--- config.mk ---
export PLATFORM = sky130hd
export DESIGN_NAME = alu_op_sequencer
export DESIGN_NICKNAME = d
export VERILOG_FILES = /design/src/rtl/alu_op_sequencer.sv
export SDC_FILE = /design/constraint.sdc
export NUM_CORES = 1
export LEC_CHECK = 0
export ABC_AREA = 1
export BUFFER_PORTS_ARGS = -buffer_cell sky130_fd_sc_hd__buf_2
export CORE_MARGIN = 1
export CORE_UTILIZATION = 45
export DETAILED_ROUTE_END_ITERATION = 12
export GPL_TIMING_DRIVEN = 1
export HOLD_SLACK_MARGIN = 0.15
export PLACE_DENSITY_LB_ADDON = 0.3
export SYNTH_ARGS = -nofsm -noshare
export SYNTH_HDL_FRONTEND = slang
export SYNTH_SLANG_ARGS = --single-unit
--- constraint.sdc ---
create_clock -name clock -period 2 [get_ports clock]
set_clock_uncertainty 0.15 [all_clocks]
set_input_delay 0.5 -clock clock [delete_from_list [all_inputs] [get_ports clock]]
set_output_delay 0.5 -clock clock [all_outputs]
set_load 0.02 [all_outputs]
--- src/rtl/alu_op_sequencer.sv ---
// ============================================================================
// Module   : alu_op_sequencer
// Purpose  : T-state control sequencer for register-register logic ops
//            (AND/OR/NEG) feeding the ALU datapath strobes.
// Revision : 1.0 - initial release
// ============================================================================
`default_nettype none

module alu_op_sequencer #(
    parameter logic [4:0] OP_AND      = 5'b00101,
    parameter logic [4:0] OP_OR       = 5'b00110,
    parameter logic [4:0] OP_NEG      = 5'b10001,
    parameter int         MEM_TIMEOUT = 8
) (
    input  logic       clock,
    input  logic       clear,
    input  logic       start,
    input  logic [4:0] ir_opcode,
    input  logic       mem_ready,
    output logic       pc_out,
    output logic       mar_in,
    output logic       inc_pc,
    output logic       pc_in,
    output logic       read,
    output logic       mdr_in,
    output logic       mdr_out,
    output logic       ir_in,
    output logic       gra,
    output logic       grb,
    output logic       grc,
    output logic       r_out,
    output logic       r_in,
    output logic       y_in,
    output logic       z_in,
    output logic       zlo_out,
    output logic       and_op,
    output logic       or_op,
    output logic       neg_op,
    output logic       busy,
    output logic       done,
    output logic       fault
);

    localparam int                CNT_W   = $clog2(MEM_TIMEOUT + 1);
    localparam logic [CNT_W-1:0]  C_LIMIT = CNT_W'(MEM_TIMEOUT);

    typedef enum logic [3:0] {
        S_IDLE  = 4'd0,
        S_T0    = 4'd1,
        S_T1    = 4'd2,
        S_T2    = 4'd3,
        S_T3    = 4'd4,
        S_T4    = 4'd5,
        S_T5    = 4'd6,
        S_DONE  = 4'd7,
        S_FAULT = 4'd8
    } state_t;

    state_t           r_state;
    state_t           w_next;
    logic [CNT_W-1:0] r_wait_cnt;
    logic [CNT_W-1:0] w_cnt_inc;
    logic [4:0]       r_opcode;
    logic [4:0]       w_opcode;
    logic             w_is_and;
    logic             w_is_or;
    logic             w_is_neg;

    // In T3 the opcode is decoded straight from IR; afterwards from the latch.
    assign w_opcode  = (r_state == S_T3) ? ir_opcode : r_opcode;
    assign w_is_and  = (w_opcode == OP_AND);
    assign w_is_or   = (w_opcode == OP_OR);
    assign w_is_neg  = (w_opcode == OP_NEG);
    assign w_cnt_inc = r_wait_cnt + CNT_W'(1);

    always_ff @(posedge clock or negedge clear) begin
        if (!clear) begin
            r_state    <= S_IDLE;
            r_wait_cnt <= '0;
            r_opcode   <= '0;
        end else begin
            r_state <= w_next;
            if (r_state == S_T0) begin
                r_wait_cnt <= '0;
            end else if (r_state == S_T1 && !mem_ready) begin
                r_wait_cnt <= w_cnt_inc;
            end
            if (r_state == S_T3) begin
                r_opcode <= ir_opcode;
            end
        end
    end

    always_comb begin
        w_next  = r_state;
        pc_out  = 1'b0;
        mar_in  = 1'b0;
        inc_pc  = 1'b0;
        pc_in   = 1'b0;
        read    = 1'b0;
        mdr_in  = 1'b0;
        mdr_out = 1'b0;
        ir_in   = 1'b0;
        gra     = 1'b0;
        grb     = 1'b0;
        grc     = 1'b0;
        r_out   = 1'b0;
        r_in    = 1'b0;
        y_in    = 1'b0;
        z_in    = 1'b0;
        zlo_out = 1'b0;
        and_op  = 1'b0;
        or_op   = 1'b0;
        neg_op  = 1'b0;
        busy    = (r_state != S_IDLE);
        done    = 1'b0;
        fault   = 1'b0;

        case (r_state)
            S_IDLE: begin
                if (start) begin
                    w_next = S_T0;
                end
            end
            S_T0: begin
                pc_out = 1'b1;
                mar_in = 1'b1;
                inc_pc = 1'b1;
                z_in   = 1'b1;
                w_next = S_T1;
            end
            S_T1: begin
                // PC writeback only on the first wait cycle so it advances once.
                zlo_out = (r_wait_cnt == '0);
                pc_in   = (r_wait_cnt == '0);
                read    = 1'b1;
                mdr_in  = 1'b1;
                if (mem_ready) begin
                    w_next = S_T2;
                end else if (w_cnt_inc == C_LIMIT) begin
                    w_next = S_FAULT;
                end
            end
            S_T2: begin
                mdr_out = 1'b1;
                ir_in   = 1'b1;
                w_next  = S_T3;
            end
            S_T3: begin
                if (w_is_and || w_is_or) begin
                    grb    = 1'b1;
                    r_out  = 1'b1;
                    y_in   = 1'b1;
                    w_next = S_T4;
                end else if (w_is_neg) begin
                    grb    = 1'b1;
                    r_out  = 1'b1;
                    neg_op = 1'b1;
                    z_in   = 1'b1;
                    w_next = S_T5;
                end else begin
                    w_next = S_FAULT;
                end
            end
            S_T4: begin
                grc    = 1'b1;
                r_out  = 1'b1;
                z_in   = 1'b1;
                and_op = w_is_and;
                or_op  = w_is_or;
                w_next = S_T5;
            end
            S_T5: begin
                zlo_out = 1'b1;
                gra     = 1'b1;
                r_in    = 1'b1;
                w_next  = S_DONE;
            end
            S_DONE: begin
                done   = 1'b1;
                w_next = S_IDLE;
            end
            S_FAULT: begin
                fault  = 1'b1;
                w_next = S_IDLE;
            end
            default: begin
                w_next = S_IDLE;
            end
        endcase
    end

endmodule

`default_nettype wire

==> flow_metrics.py <==
metrics = {
    "cells_and_area": {
        "fin_util": 0.850,
        "drive_above_1_share": 0.605,
        "n_fill_cell": 110,
        "design_area_um2": 1690,
        "layout.nets": 217,
        "insertedDiodeCount": 0,
        "synthToLayoutAreaGrowth_pct": 74.3,
        "finalNonFillerCells": 232,
    },
    "global_route": {
        "grt_pass1_wl_mm": 4.69,
        "grt_use_total": 0.256,
        "gr-total-overflow": 0,
        "grt_pass1_vias": 1059,
        "antenna_found_initial": 0,
        "grt_max_degree": 14,
    },
    "floorplan": {
        "core_um2": 1980,
        "die_area_um2": 2340,
        "start_util": 0.488,
        "rows": 16,
        "fp.dieH_um": 48.4,
        "fp.dieW_um": 48.4,
        "num_io_pins": 31,
    },
    "job": {
        "cap_violations": 0,
    },
    "place": {
        "dpl.cell_count": 212,
        "dp_hpwl_mm": 1.86,
        "place_congestion": 0.849,
        "place_area_um2": 1310,
        "io_buffers": 30,
        "place_ws_ps": -246,
    },
    "clock_network": {
        "clock_path_buffers": 2,
        "clock-root-buffer": "clkbuf_4",
        "insertion_delay_ps": 260,
        "path_clk_slew_ps": 80,
        "cts_made_buffers": 3,
        "cts_tree": "done",
        "htreeDepth": 1,
        "cts_sinks": 13,
    },
    "timing": {
        "rsz0062_at_grt": "yes",
        "fmax_mhz": 372,
        "setup_viol": 21,
        "hold_violations": 0,
        "fin_crit_sh": 1.34,
        "whs_ps": 456,
        "max-slew-margin-rel": 0.771,
        "fin_tns_setup_ps": -5730,
        "slew_violations": 0,
        "fin_crit_ps": 2690,
        "fin_ws_ps": -689,
        "worst_pin_slew_ps": 339,
    },
    "logic_synthesis": {
        "ys_ff_latch": 13,
        "synth_cell_type_count": 23,
        "synth_edf_count": 0,
        "syn_area_um2": 967,
        "synth.top_cell.area_share": 0.336,
        "ys_warn_count": 0,
        "yosys.area.top_type": "dfrtp_1",
        "synth_ff_type": "dfrtp_1",
        "syn_area_per_cell_um2": 7.01,
        "synthArstFlopShare": 1.00,
        "syn-num-nets": 149,
        "synthCells": 138,
        "ys_seq_area_frac": 0.336,
        "synth.most_common_cell": "nand2_1",
        "synth_common_cells": "30 x nand2_1, 25 x inv_1, 13 x dfrtp_1",
        "ys_top_cells_by_area": "dfrtp_1 34%, nand2_1 12%, inv_1 9.7%",
    },
    "min_path": {
        "min_path_cells": 2,
        "hp-start": "r_wait_cnt[2]$_DFFE_PN0P_",
        "hold_path_class": "register to register",
        "hold_end": "r_wait_cnt[2]$_DFFE_PN0P_",
    },
    "route": {
        "firstDrtPassIters": 4,
        "vias": 1204,
        "drt_iter0_drc": 48,
        "wl_mm": 3.76,
        "ant_nets": 0,
        "drc": 0,
        "avgRoutedWirePerCell_um": 16.2,
        "viasPerCell": 5.19,
    },
    "worst_setup_path": {
        "startpoint_type": "register",
        "r2r-start": "r_state[1]$_DFFE_PN0P_",
        "required_ps": 1350,
        "r2r_slack_ps": -100,
        "r2r_cells": 14,
        "r2r_end": "r_state[2]$_DFFE_PN0P_",
        "crit_arrival_ps": 2040,
        "crit_fanout": 5,
        "crit_path_end_kind": "output pin",
        "critPathKind": "register to output pin",
    },
    "power": {
        "leakagePower_nw": 0.889,
        "p_per_area_nw_per_um2": 1570,
        "p_total_mw": 2.64,
        "peakVddDrop_mv": 0.973,
    },
    "outcome": {
        "status": "finished, violations left",
        "violations": "negative setup slack",
    },
}
flip-flops by register name (all words and copies together) (netlist names):
name / cells
r_opcode: 5
r_state: 4
r_wait_cnt: 4
cells in the final DEF, fill, tap and decap left out, types with 4 or more instances in the layout:
master | Yosys | layout
nand2_1 | 30 | 23
nand3_1 | 6 | 4
buf_6 | 1 | 14
nor2_4 | 2 | 10
inv_2 | 3 | 11
buf_4 | 5 | 39
dfrtp_1 | 13 | 12
inv_1 | 25 | 16
o21ai_0 | 6 | 6
nor2_1 | 11 | 5
buf_2 | 0 | 13
a21oi_1 | 5 | 5
nand2_2 | 8 | 13
nand2_4 | 2 | 4
worst max-delay path, cell delays in order, from the launching register on:
cell     delay (ps)
dfrtp_1         450
inv_2           140
nand2_4          80
nor2_4          160
buf_12          120
nand2_1          40
nand2_1         100
nand2_2          80
nor2_2          150
nand2_2         100
o21ai_0         130
buf_2           220
logic make-up (layout without fill, tap and decap cells):
logic type | after synthesis | after routing | synth area share
and+or+nand+nor | 73 | 74 | 0.382
xor gates and xnor gates | 1 | 1 | 0.00906
AOI/OAI and AO/OA | 15 | 15 | 0.0880
DFF | 13 | 13 | 0.336
buffers and inverters | 34 | 100 | 0.159
adders and majority gates | 2 | 2 | 0.0259
power breakdown:
group	internal (mW)	switching, mW	leakage (nW)	total (mW)
Sequential	0.373	0.116	0.164	0.489
Combinational	0.868	1.13	0.710	2.00
Clock	0.0770	0.0792	0.0150	0.156
Total	1.32	1.32	0.889	2.64
per-layer routing:
metal,vias up,routed length [um],track usage
met4,0,162,0.0833
met1,569,1500,0.325
met3,22,209,0.0252
met5,-,0,0
met2,59,1890,0.455
li1,554,-,-
cell type report:
type                    count  area (um2)  area share
flip-flops and latches     13         327       0.194
multi-input cells          92         646       0.383
clock buffers               4        26.3      0.0156
well taps                  27        33.8      0.0200
inverters                  28         108      0.0638
repair buffers             68         546       0.324
repair_timing:
action                                  CTS  global route
cloned                                    1             0
buffers inserted                          7             8
resized for setup                        28            39
hold buffers                              1             0
hold endpoints to repair                 13             0
pin swaps                                 9            11
endpoints found under the setup margin   20            22
worst max path at each step:
stage	start	endpoint	slack [ps]	cells after the start
after floorplan	r_state[3]$_DFFE_PN0P_	r_out	-130	11
after global placement	r_state[2]$_DFFE_PN0P_	r_out	-200	12
after detailed placement	r_state[3]$_DFFE_PN0P_	r_out	-250	11
after CTS	r_state[3]$_DFFE_PN0P_	r_out	-500	12
after global routing	r_state[2]$_DFFE_PN0P_	r_out	-750	13
final	r_state[1]$_DFFE_PN0P_	z_in	-690	11
No activity file was read; power rests on OpenSTA's default activity.
